[config.mk]
export PLATFORM = sky130hd
export DESIGN_NAME = branch_flush_ctrl_flat
export DESIGN_NICKNAME = d
export VERILOG_FILES = /design/src/rtl/branch_flush_ctrl_if.sv /design/src/rtl/branch_flush_ctrl.sv /design/src/flat_wrapper.sv
export SDC_FILE = /design/constraint.sdc
export NUM_CORES = 1
export LEC_CHECK = 0
export ABC_AREA = 1
export CORE_ASPECT_RATIO = 1.5
export CORE_UTILIZATION = 50
export DETAILED_ROUTE_END_ITERATION = 8
export GPL_TIMING_DRIVEN = 0
export MAX_ROUTING_LAYER = met4
export PLACE_DENSITY = 0.78
export SETUP_SLACK_MARGIN = 0.05
export SYNTH_ARGS = -nofsm -noshare
export SYNTH_HDL_FRONTEND = slang
export SYNTH_SLANG_ARGS = --single-unit
[constraint.sdc]
create_clock -name clk_i -period 3 [get_ports clk_i]
set_input_delay 0.6 -clock clk_i [delete_from_list [all_inputs] [get_ports clk_i]]
set_output_delay 0.6 -clock clk_i [all_outputs]
set_load 0.02 [all_outputs]
[src/rtl/branch_flush_ctrl_if.sv]
`default_nettype none
// ============================================================================
// Module      : branch_flush_ctrl_if
// Description : Pipeline-side signal bundle for the branch hazard controller.
//               The master side is the pipeline (drives hazard inputs). The
//               slave side is the controller (drives stall/flush/statistics).
// Revision    : 1.0 - initial release
// ============================================================================
interface branch_flush_ctrl_if #(
  parameter int CNT_W = 16
);
  // Hazard inputs from the pipeline
  logic             branch_d;
  logic             flag_wr_e;
  logic             pc_src_e;
  logic             vec_busy;
  logic             clr_stats;

  // Pipeline control and profiling outputs
  logic             stall_f;
  logic             stall_d;
  logic             flush_d;
  logic             flush_e;
  logic [1:0]       state;
  logic [CNT_W-1:0] br_total;
  logic [CNT_W-1:0] br_taken;

  modport master (
    output branch_d, flag_wr_e, pc_src_e, vec_busy, clr_stats,
    input  stall_f, stall_d, flush_d, flush_e, state, br_total, br_taken
  );

  modport slave (
    input  branch_d, flag_wr_e, pc_src_e, vec_busy, clr_stats,
    output stall_f, stall_d, flush_d, flush_e, state, br_total, br_taken
  );
endinterface
`default_nettype wire

[src/rtl/branch_flush_ctrl.sv]
`default_nettype none
// ============================================================================
// Module      : branch_flush_ctrl
// Description : Branch-path hazard controller. Inserts a bubble behind a
//               flag-writing instruction, holds while the vector unit is
//               busy, and flushes wrong-path instructions after a taken
//               branch (predict-not-taken). Keeps saturating branch stats.
// Revision    : 1.0 - initial release
// ============================================================================
module branch_flush_ctrl #(
  parameter int FLUSH_CYCLES = 2,
  parameter int CNT_W        = 16
) (
  input  wire                  clk_i,
  input  wire                  rst_ni,
  branch_flush_ctrl_if.slave   bus
);

  typedef enum logic [1:0] {
    S_RUN     = 2'd0,
    S_HOLD    = 2'd1,
    S_RESOLVE = 2'd2,
    S_FLUSH   = 2'd3
  } state_t;

  // Counter only ever holds values up to FLUSH_CYCLES-1.
  localparam int FC_W = (FLUSH_CYCLES < 2) ? 1 : $clog2(FLUSH_CYCLES);
  localparam logic [FC_W-1:0]  FC_LOAD = FC_W'(FLUSH_CYCLES - 1);
  localparam logic [CNT_W-1:0] CNT_MAX = {CNT_W{1'b1}};

  state_t           state_q, state_d;
  logic [FC_W-1:0]  fcnt_q, fcnt_d;
  logic [CNT_W-1:0] total_q, taken_q;
  logic             inc_total, inc_taken;

  // State and flush-counter registers
  always_ff @(posedge clk_i) begin
    if (!rst_ni) begin
      state_q <= S_RUN;
      fcnt_q  <= '0;
    end else begin
      state_q <= state_d;
      fcnt_q  <= fcnt_d;
    end
  end

  // Next-state and combinational pipeline controls
  always_comb begin
    state_d     = state_q;
    fcnt_d      = fcnt_q;
    bus.stall_f = 1'b0;
    bus.stall_d = 1'b0;
    bus.flush_d = 1'b0;
    bus.flush_e = 1'b0;
    inc_total   = 1'b0;
    inc_taken   = 1'b0;

    case (state_q)
      S_RUN: begin
        if (bus.vec_busy) begin
          bus.stall_f = 1'b1;
          bus.stall_d = 1'b1;
        end else if (bus.branch_d && bus.flag_wr_e) begin
          // One bubble lets the falling-edge flag write settle before the
          // branch reaches the condition unit.
          bus.stall_f = 1'b1;
          bus.stall_d = 1'b1;
          bus.flush_e = 1'b1;
          state_d     = S_HOLD;
        end else if (bus.branch_d) begin
          state_d = S_RESOLVE;
        end
      end

      S_HOLD: begin
        if (bus.vec_busy) begin
          bus.stall_f = 1'b1;
          bus.stall_d = 1'b1;
        end else begin
          state_d = S_RESOLVE;
        end
      end

      S_RESOLVE: begin
        // A branch sitting in Decode now is not latched: it is either
        // flushed (taken) or seen again in RUN (not taken).
        if (bus.vec_busy) begin
          bus.stall_f = 1'b1;
          bus.stall_d = 1'b1;
        end else if (bus.pc_src_e) begin
          bus.flush_d = 1'b1;
          bus.flush_e = 1'b1;
          fcnt_d      = FC_LOAD;
          inc_total   = 1'b1;
          inc_taken   = 1'b1;
          state_d     = (FLUSH_CYCLES <= 1) ? S_RUN : S_FLUSH;
        end else begin
          inc_total = 1'b1;
          state_d   = S_RUN;
        end
      end

      S_FLUSH: begin
        // Target fetch proceeds; wrong-path slots are cleared.
        bus.flush_d = 1'b1;
        bus.flush_e = 1'b1;
        fcnt_d      = fcnt_q - 1'b1;
        if (fcnt_q <= FC_W'(1)) begin
          state_d = S_RUN;
        end
      end

      default: state_d = S_RUN;
    endcase
  end

  // Saturating statistics counters; clear wins over a same-cycle increment
  always_ff @(posedge clk_i) begin
    if (!rst_ni || bus.clr_stats) begin
      total_q <= '0;
      taken_q <= '0;
    end else begin
      if (inc_total && (total_q != CNT_MAX)) begin
        total_q <= total_q + 1'b1;
      end
      if (inc_taken && (taken_q != CNT_MAX)) begin
        taken_q <= taken_q + 1'b1;
      end
    end
  end

  assign bus.state    = state_q;
  assign bus.br_total = total_q;
  assign bus.br_taken = taken_q;

endmodule
`default_nettype wire

[src/flat_wrapper.sv]
// flat-port wrapper written by rule: the top's interface ports become plain ports
module branch_flush_ctrl_flat 
#(
  parameter int FLUSH_CYCLES = 2,
  parameter int CNT_W        = 16
)
  (clk_i, rst_ni, bus_branch_d, bus_flag_wr_e, bus_pc_src_e, bus_vec_busy, bus_clr_stats, bus_stall_f, bus_stall_d, bus_flush_d, bus_flush_e, bus_state, bus_br_total, bus_br_taken);
  branch_flush_ctrl_if #(.CNT_W(CNT_W)) bus_i ();
  input  wire clk_i;
  input  wire rst_ni;
  input wire logic [$bits(bus_i.branch_d)-1:0] bus_branch_d;
  input wire logic [$bits(bus_i.flag_wr_e)-1:0] bus_flag_wr_e;
  input wire logic [$bits(bus_i.pc_src_e)-1:0] bus_pc_src_e;
  input wire logic [$bits(bus_i.vec_busy)-1:0] bus_vec_busy;
  input wire logic [$bits(bus_i.clr_stats)-1:0] bus_clr_stats;
  output wire logic [$bits(bus_i.stall_f)-1:0] bus_stall_f;
  output wire logic [$bits(bus_i.stall_d)-1:0] bus_stall_d;
  output wire logic [$bits(bus_i.flush_d)-1:0] bus_flush_d;
  output wire logic [$bits(bus_i.flush_e)-1:0] bus_flush_e;
  output wire logic [$bits(bus_i.state)-1:0] bus_state;
  output wire logic [$bits(bus_i.br_total)-1:0] bus_br_total;
  output wire logic [$bits(bus_i.br_taken)-1:0] bus_br_taken;
  assign bus_i.branch_d = bus_branch_d;
  assign bus_i.flag_wr_e = bus_flag_wr_e;
  assign bus_i.pc_src_e = bus_pc_src_e;
  assign bus_i.vec_busy = bus_vec_busy;
  assign bus_i.clr_stats = bus_clr_stats;
  assign bus_stall_f = bus_i.stall_f;
  assign bus_stall_d = bus_i.stall_d;
  assign bus_flush_d = bus_i.flush_d;
  assign bus_flush_e = bus_i.flush_e;
  assign bus_state = bus_i.state;
  assign bus_br_total = bus_i.br_total;
  assign bus_br_taken = bus_i.br_taken;
  branch_flush_ctrl #(.FLUSH_CYCLES(FLUSH_CYCLES), .CNT_W(CNT_W)) u_core (.clk_i(clk_i), .rst_ni(rst_ni), .bus(bus_i));
endmodule
; After elaboration in Yosys (flattened, before gate mapping)
; Index checks and enable logic that the tools add are counted.
[totals]
out_inout_bits = 38
mem_bits_ro = 0
regBits = 35
mem_count = 0
wordCells = 52
input_bits = 7
latch_bits = 0
mem_bits_rw = 0
[op_classes]
n_lt_le_gt_ge = 1
n_shift = 0
div_mod_pow = 0
mux = 23
reduce_logical = 10
bitwise_logic = 0
n_eq_ne = 11
n_addsub = 3
mul = 0
[op_table]
columns = operator, n
row1 = $add A16 B1 Y16 const B, 2
row2 = $ne A16 B16 Y1 const B, 2
row3 = $mux W2, 7
row4 = $mux W1, 11
row5 = $ne A2 B2 Y1 const B, 4
row6 = $pmux W2 S4, 1
row7 = $pmux W1 S2, 3
row8 = $reduce_and A5 Y1, 1
row9 = $eq A2 B2 Y1 const B, 2
row10 = $logic_and A1 B1 Y1, 3
row11 = $ne A3 B2 Y1 const B, 1
row12 = $pmux W1 S3, 1
row13 = $reduce_and A3 Y1, 1
row14 = $eq A2 B1 Y1 const B, 1
row15 = $logic_not A2 Y1, 1
row16 = $ne A2 B1 Y1 const B, 1
row17 = $reduce_bool A2 Y1, 1
row18 = $reduce_or A2 Y1, 1
row19 = $le A1 B1 Y1 const B, 1
row20 = $logic_not A1 Y1, 1
row21 = $logic_or A1 B1 Y1, 1
row22 = $sub A1 B1 Y1 const B, 1

; Depth between registers and ports, before layout
; Gate-level depths: netlist (run 1).
[logic_depth]
word_depth = 4
mapped_depth = 10

; Worst setup path after synthesis (run 1)
; OpenSTA, ideal clock, no wires.
[synth_timing]
path_kind = flip-flop to output port
from = reg u_core.state_q[0] (netlist: u_core.bus.state[0])
to = out bus_flush_e
path_stages_with_launch = 9
n_path_buf = 0
t_arrival_ns = 1.584
path_slack_ns = 0.816
required_ns = 2.400
path_cell_list = dfxtp_1 -> inv_1 -> ha_1 -> nand2_1 -> nor2_4 -> inv_1 -> nand2_1 -> a21oi_1 -> nor2_1
[synth_via]
elab_chain_len = 2
elab_cells_between_ends = 4
cone_classes = 2 x eq/ne / 1 x mux / 1 x reduce/logical
[synth_rtl]
columns = element, line_no
row1 = start: declaration, branch_flush_ctrl.sv:31  ; state_t state_q, state_d;
row2 = start signal: assignment, branch_flush_ctrl.sv:42  ; state_q <= state_d;
row3 = $eq A2 B2 Y1 / $logic_not A2 Y1 (equally long branches), branch_flush_ctrl.sv:58  ; case (state_q)
row4 = $pmux W1 S3 *, branch_flush_ctrl.sv:58
row5 = end: declaration, flat_wrapper.sv:19  ; output wire logic [$bits(bus_i.flush_e)-1:0] bus_flush_e;
; Every way passes the cells marked *; elsewhere a longest branch is shown, timed or not.

; Worst setup path in the final report (run 1)
[layout_timing]
from = in bus_branch_d
to = out bus_stall_f
[layout_via]
elab_chain_len = 4
[layout_rtl]
columns = element, line_no
row1 = start: declaration, flat_wrapper.sv:11  ; input wire logic [$bits(bus_i.branch_d)-1:0] bus_branch_d;
row2 = $logic_and A1 B1 Y1, branch_flush_ctrl.sv:63  ; end else if (bus.branch_d && bus.flag_wr_e) begin
row3 = $mux W1, branch_flush_ctrl.sv:63
row4 = $mux W1, branch_flush_ctrl.sv:60  ; if (bus.vec_busy) begin
row5 = $pmux W1 S2, branch_flush_ctrl.sv:58
row6 = end: declaration, flat_wrapper.sv:16  ; output wire logic [$bits(bus_i.stall_f)-1:0] bus_stall_f;
; No other way between the ends.

==> results of run 1 <==
final cells by class:
| class | instances | area [um2] |
|---|---|---|
| well taps | 46 | 57.6 |
| clock buffers | 7 | 76.3 |
| plain buffers | 6 | 47.5 |
| inverters | 44 | 165 |
| repair buffers | 45 | 450 |
| fillers | 408 | 1430 |
| flip-flops and latches | 34 | 682 |
| multi-input cells | 285 | 1340 |
state kept, by name, indices dropped and copies added, names as in the netlist:
signal and flops:
u_core.bus.br_taken 16, u_core.bus.state 2, u_core.bus.br_total 16
cell families after synthesis:
logic type / Yosys count / share of synthesized area, %
fa+ha+maj: 9 / 5.05
flops: 34 / 30.5
xor+xnor: 1 / 0.393
compound gates: 30 / 7.07
simple gates: 245 / 47.4
buf+inv: 50 / 9.54
worst paths after layout:
kind	to	slack [ps]	start
hold reg to reg	u_core.bus.br_total[15]$_SDFFE_PP0P_	530	u_core.bus.br_total[15]$_SDFFE_PP0P_
hold / removal	u_core.bus.br_total[15]$_SDFFE_PP0P_	530	u_core.bus.br_total[15]$_SDFFE_PP0P_
setup / recovery	bus_stall_f	210	bus_branch_d
setup reg to reg	u_core.bus.br_total[11]$_SDFFE_PP0P_	1250	u_core.bus.state[0]$_SDFFE_PN0P_
per-stage QoR:
step | setup WS [ps] | hold WS (ps) | setup TNS [ps] | area (um2)
finish | 211 | 534 | 0 | 2820
global route | 55.3 | 547 | 0 | 2820
CTS | 113 | 524 | 0 | 2810
detailed placement | -16.2 | 513 | -16.2 | 2730
global placement | -23.0 | 509 | -23.0 | 2730
floorplan | 816 | 579 | 0 | 2230
layout by cell type (no fill, tap or decap), types with 2 or more instances in the layout:
cell type	netlist	routed
sky130_fd_sc_hd__nand2_1	93	93
sky130_fd_sc_hd__nor2_1	92	92
sky130_fd_sc_hd__inv_1	43	43
sky130_fd_sc_hd__clkdlybuf4s50_1	0	43
sky130_fd_sc_hd__dfxtp_1	34	33
sky130_fd_sc_hd__nand3_1	32	32
sky130_fd_sc_hd__a21oi_1	21	21
sky130_fd_sc_hd__ha_1	9	9
sky130_fd_sc_hd__o21ai_0	7	7
sky130_fd_sc_hd__nand4_1	7	7
sky130_fd_sc_hd__nand2_2	5	5
sky130_fd_sc_hd__clkbuf_8	0	5
sky130_fd_sc_hd__nor2_4	4	4
sky130_fd_sc_hd__nor2_2	4	4
sky130_fd_sc_hd__nor3_1	4	4
sky130_fd_sc_hd__buf_2	2	2
sky130_fd_sc_hd__buf_6	2	2
sky130_fd_sc_hd__nand3_2	2	2
sky130_fd_sc_hd__buf_4	1	2
sky130_fd_sc_hd__clkbuf_1	0	2
power by group:
| group | total [mW] | internal [mW] | switching, mW | leakage [nW] |
|---|---|---|---|---|
| combinational | 0.327 | 0.143 | 0.184 | 0.835 |
| clock | 0.323 | 0.160 | 0.163 | 0.0383 |
| sequential | 0.487 | 0.467 | 0.0196 | 0.275 |
metal layers:
layer	vias to the layer above	wire length, um	global-route usage (%)
li1	1257	-	-
met1	1070	2270	23.7
met2	60	2940	46.6
met3	19	164	4.50
met4	0	221	15.1
met5	-	0	-
worst max-delay path: stages:
cell and delay [ps]:
sky130_fd_sc_hd__clkdlybuf4s50_1 480, sky130_fd_sc_hd__nand3_1 130, sky130_fd_sc_hd__inv_1 100, sky130_fd_sc_hd__o221ai_1 100, sky130_fd_sc_hd__inv_1 90, sky130_fd_sc_hd__buf_4 100, sky130_fd_sc_hd__clkdlybuf4s50_1 590
timing repair:
action / CTS / global route
setup endpoints to repair: 1 / 2
setup buffers: 1 / 0
resized for setup: 0 / 2
pin swaps: 1 / 0
==> impl_summary.md, run 1 <==
Logic synthesis
Summing the sequential cell areas from Yosys gives 30.5% of the chip area. When the netlist entered floorplanning its net count stood at 385. Yosys mapped a number of flops with a built-in enable equal to 0. Ranked by total cell area, the synthesized netlist is headed by sky130_fd_sc_hd__dfxtp_1 (31%), sky130_fd_sc_hd__nand2_1 (16%), sky130_fd_sc_hd__nor2_1 (15%). Ranked by instance count, the synthesized netlist is headed by sky130_fd_sc_hd__nand2_1 (93), sky130_fd_sc_hd__nor2_1 (92), sky130_fd_sc_hd__inv_1 (43).

The post-synthesis async set-or-reset flop share is 0%. Summed over its instances, the top area cell type makes up between 30% and 40% of the synthesized netlist area. Summed over all instances, the cell type with the most area after synthesis is sky130_fd_sc_hd__dfxtp_1. The dominant cell by count in the synthesized netlist is sky130_fd_sc_hd__nand2_1. The netlist area before placement is about 2200 um2.

Synthesis produced 369 cells. The Yosys warning count is 0. In the synthesized netlist the dominant register cell turns out to be sky130_fd_sc_hd__dfxtp_1. Each instance of the synthesized netlist takes up on average 6.04 um2. Synthesis inferred 34 register bits. The count of distinct cell types in the synthesized netlist is 24.

Finish
The synthesis-to-layout area growth is 26.3%. The number of inserted diodes is 0. The net count of the finished layout is around 440.

The fraction of layout cells with a size suffix above 1 is 7.36%. Once layout is complete, the cells apart from fillers number between 400 and 500. The share of the core filled with cells is ~66%.

Setup path
The required time at the endpoint of the critical path is 2400 ps. The number of cells on the worst reg-to-reg path is 9. The critical path arrival is about 2200 ps. The maximum fanout encountered on the critical timing path is 3.

The startpoint class of the critical path is an input pin. The classification of the worst setup path is in2out. The element type at the critical path end is an output port.

Power
The worst-case IR drop observed on VDD is 0.418 mV. The leakage power of the design is 1.15 nW. Dividing total power by cell area gives a power density of 404 nW/um2.

Summing internal, switching and leakage power gives ~1.1 mW.

Detailed routing
The number of routed nets with antenna violations is 0. After detailed routing, the total wire length is 5600 um. The first detailed-routing pass took 4 iterations. The mean routed wirelength per cell is 12.0 um.

The detail-routed via count per cell is 5.15. The DRC marker count from the first detailed-route iteration is 93. The total via count in the routed design is roughly 2400. The residual DRC count is 0.

STA
Headroom to the max-slew limit came out at 67.2%. Setup repair after global routing left no endpoint under its margin. The clock period minus final worst setup slack is 2790 ps. The number of hold violations in the final report is 0. The total setup violations reported at the end of the flow is 0. For the pin with the worst max-slew slack, the measured transition is 488 ps. The number of max-slew violations in the final report is 0. The final critical path takes up 93.0% of the cycle.

Timing would allow up to about 0.36 GHz. Across the routed clock network, the largest skew measured is 7.64 ps.

Clocking
After clock tree synthesis, the clock-pin slew on the worst setup and hold paths is 70 ps. The clock buffer count from CTS is 5. The later-pin clock latency in the skew report is around 280 ps. For this design, the sink count on the clock tree is 34. The TritonCTS clock tree is built.

The H-tree was split into 2 levels. The quantity of hold-fixing buffers added after cts is 0. The root buffer cell is sky130_fd_sc_hd__clkbuf_8.

No sink is reached through more buffers than the 2 on the longest clock path.

GRT
The first global-routing pass estimated ~9300 um of wire. The largest net degree at the start of global routing is 11. The number of global-route vias before repair was 2265. The total overflow left after global routing is 0. Across every metal layer, demand over resource in global routing totals between 20 and 30%. The initial antenna violation count is 0.

Place
In this run the tool buffered the top-level ports with 44 buffer cells. In this run, placement finished with an instance count of 459. The placer congestion estimate is 0.926. Detailed placement ended at an HPWL of 4400 um.

Job
Across the run, the number of max-cap violations was 0.

Min path
The path category of the worst min-delay check is reg2reg. The worst hold path was traced through 2 stages.

Floorplanning
The number of cell rows is 29. The die span in x is 56.5 um. The die is 83.8 um tall. The number of top-level design ports is 45. The die outline area is between 4000 and 5000 um2. The initial utilization of the core area, before any placement, comes to a little over half. After floorplanning, the core was sized to cover 4250 um2.

Outcome
The flow ran to the end, and the final reports show no timing, DRC or antenna violations.
Power figures use the tool's default switching activity.
==> run 2, diff against run 1 <==
--- a/config.mk
+++ b/config.mk
@@ -8,6 +8,7 @@
 export ABC_AREA = 1
 export CORE_ASPECT_RATIO = 1.5
 export CORE_UTILIZATION = 50
+export CTS_CLUSTER_DIAMETER = 40
 export DETAILED_ROUTE_END_ITERATION = 8
 export GPL_TIMING_DRIVEN = 0
 export MAX_ROUTING_LAYER = met4
==> results of run 2 <==
The final DEF is identical to that of run 1; final timing and power are the same.
==> run 3, diff against run 2 <==
--- a/config.mk
+++ b/config.mk
@@ -7,6 +7,7 @@
 export LEC_CHECK = 0
 export ABC_AREA = 1
 export CORE_ASPECT_RATIO = 1.5
+export CORE_MARGIN = 8
 export CORE_UTILIZATION = 50
 export CTS_CLUSTER_DIAMETER = 40
 export DETAILED_ROUTE_END_ITERATION = 8
==> constraint.sdc (replaced) <==
create_clock -name clk_i -period 3 [get_ports clk_i]
set_input_delay 0.6 -clock clk_i [delete_from_list [all_inputs] [get_ports clk_i]]
set_output_delay 0.6 -clock clk_i [all_outputs]
set_load 0.01 [all_outputs]
==> impl_summary.md, run 3 (same netlist as run 1, synthesis figures left out) <==
Finish
Once layout is complete, the utilization of the core stands at 64.4%. In the layout the commonest cells are sky130_fd_sc_hd__nand2_1 (93), sky130_fd_sc_hd__nor2_1 (92), sky130_fd_sc_hd__clkdlybuf4s50_1 (44). Of the cells placed in the final design, the portion with a size suffix greater than 1 is 7.82%.

The synthesis-to-layout area growth is 26.9%. The most common cell after layout, fill and taps aside is sky130_fd_sc_hd__nand2_1. For this run, the post-layout net count is 437. 0 antenna diodes ended up in the layout.

Setup path
The startpoint class of the critical path is an input pin. The element type at the critical path end is an output port. The worst setup path is of the in2out kind. The required time at the endpoint of the critical path is 2400 ps. The startpoint identified for the worst register-to-register timing path is u_core.bus.state[0]$_SDFFE_PN0P_. Tracing the worst setup path back leads to its startpoint at bus_pc_src_e. The maximum fanout encountered on the critical timing path is 6. Counting cells, the worst reg-to-reg path comes to 7. Data arrives at the worst endpoint at 2170 ps.

Clocking
The worst-case clock buffer depth is 2. The tree is rooted in a sky130_fd_sc_hd__clkbuf_8. The TritonCTS clock tree is built. The tree built by TritonCTS fans out to 34 sinks. For the worst-skew pair, the clock arrives at the later sink with an insertion delay of 290 ps.

The number of levels the H-tree was split into is 2. The quantity of hold-fixing buffers added after cts is 0. The clock transition at the registers of the reported paths is 60 ps. The clock buffer count from CTS is 5.

GRT
The largest net degree at the start of global routing is 11. The number of global-route vias before repair is roughly 2400. The initial antenna violation count is 0.

After global routing the overflow that remains totals 0. Global routing used a little under a fifth of the available tracks across all layers. The first global-routing pass estimated 10300 um of wire.

Min path
The path class of the tightest hold or removal check is reg2reg. In this run the most critical hold path is launched from u_core.bus.br_total[1]$_SDFFE_PP0P_. The worst hold path was traced through 2 stages.

Floorplanning
From bottom edge to top edge, the die measures 97.8 um. The number of cell rows is 30. In this run the standard cell core region covers 4390 um2. The die covers 6900 um2.

The starting density of the core is between 50% and 60%. The number of top-level design ports is 45. The die span in x is 70.5 um.

STA
The worst pin sits at a relative slew slack of 66.6%. The number of hold violations in the final report came to 0. The clock period minus final worst setup slack is 2770 ps. The total negative slack for setup checks is 0 ps. The number of max-slew violations in the final report is 0. Clock skew on the completed layout was measured at 9.60 ps. Setup repair after global routing left no endpoint under its margin. For the pin with the worst max-slew slack, the measured transition is about 500 ps. The final worst-path cycle share is 92.5%. The total setup violations reported at the end of the flow is 0. Static timing analysis puts the maximum clock frequency at roughly 0.36 GHz.

Job
The reported max-cap violation count is 0.

Detailed routing
The detail-routed via count per cell is 5.11. The aggregate routed wire length is roughly 5900 um. The first TritonRoute pass finished after 5 iterations. The mean routed wirelength per cell is 12.6 um.

Summing over every cut layer, the via total after detailed routing is 2400. The detail route stage leaves a number of antenna-violating nets equal to 0. After detailed routing, the number of remaining DRC violations is 0. The DRC marker count from the first detailed-route iteration is 154.

Place
The detailed placement HPWL is 4640 um. The number of buffers inserted by port buffering is 44. The congestion estimate from routability-driven global placement came to 0.939.

Power
Power spread over the standard cell area amounts to 404 nW/um2. IR analysis of the VDD net gives a maximum drop of 0.325 mV. The leakage power of the design is 1.14 nW.

Outcome
The run finished with clean final reports.
run 3: path summary, 6_finish.rpt:
kind         slack, ps                                   end
max                230                           bus_flush_e
min                520   u_core.bus.br_total[1]$_SDFFE_PP0P_
max reg2reg       1270  u_core.bus.br_total[13]$_SDFFE_PP0P_
min reg2reg        520   u_core.bus.br_total[1]$_SDFFE_PP0P_
run 3: timing repair:
item                                    4_1_cts  5_1_grt
setup buffers                                 0        1
pin swaps                                     0        1
hold endpoints to repair                      0        0
endpoints found under the setup margin        1        1
cloned                                        0        0
gates resized for setup                       1        0
run 3: report_power, final:
part	switching (mW)	internal, mW
Combinational	0.157	0.143
Sequential	0.0193	0.466
Clock	0.172	0.185
Total	0.348	0.794
run 3: cell type report:
class,instances,area [um2]
Inverter,44,165
Buffer,6,47.5
Fill cell,434,1560
Clock inverter,1,5.00
Sequential cell,34,681
Multi-Input combinational cell,285,1340
Clock buffer,7,86.3
Timing Repair Buffer,45,448
Tap cell,48,60.1
run 3: critical path, stage by stage:
cell	delay [ps]
sky130_fd_sc_hd__clkdlybuf4s50_1	490
sky130_fd_sc_hd__nand2_1	90
sky130_fd_sc_hd__nor2_4	140
sky130_fd_sc_hd__inv_2	90
sky130_fd_sc_hd__nand2_1	90
sky130_fd_sc_hd__a21oi_1	40
sky130_fd_sc_hd__nor2_1	90
sky130_fd_sc_hd__clkdlybuf4s50_1	540
run 3: per-layer routing:
metal	vias to the layer above	track usage [%]	wire, um
met5	-	-	0
met4	0	8.70	183
met3	17	3.65	279
met1	1061	16.8	2350
li1	1260	-	-
met2	62	34.3	3130
run 3: per-stage QoR:
| stage | instance area, um2 | power [mW] | hold WS, ps | setup slack [ps] | std cells |
|---|---|---|---|---|---|
| 5_1_grt | 2830 | 1.21 | 556 | 157 | 470 |
| 6_report | 2830 | 1.14 | 525 | 226 | 470 |
| 2_1_floorplan | 2230 | 0.674 | 529 | 1060 | 369 |
| 3_3_place_gp | 2730 | 0.791 | 511 | 30.2 | 461 |
| 4_1_cts | 2820 | 1.15 | 530 | 88.1 | 469 |
| 3_5_place_dp | 2730 | 0.794 | 519 | 21.4 | 461 |
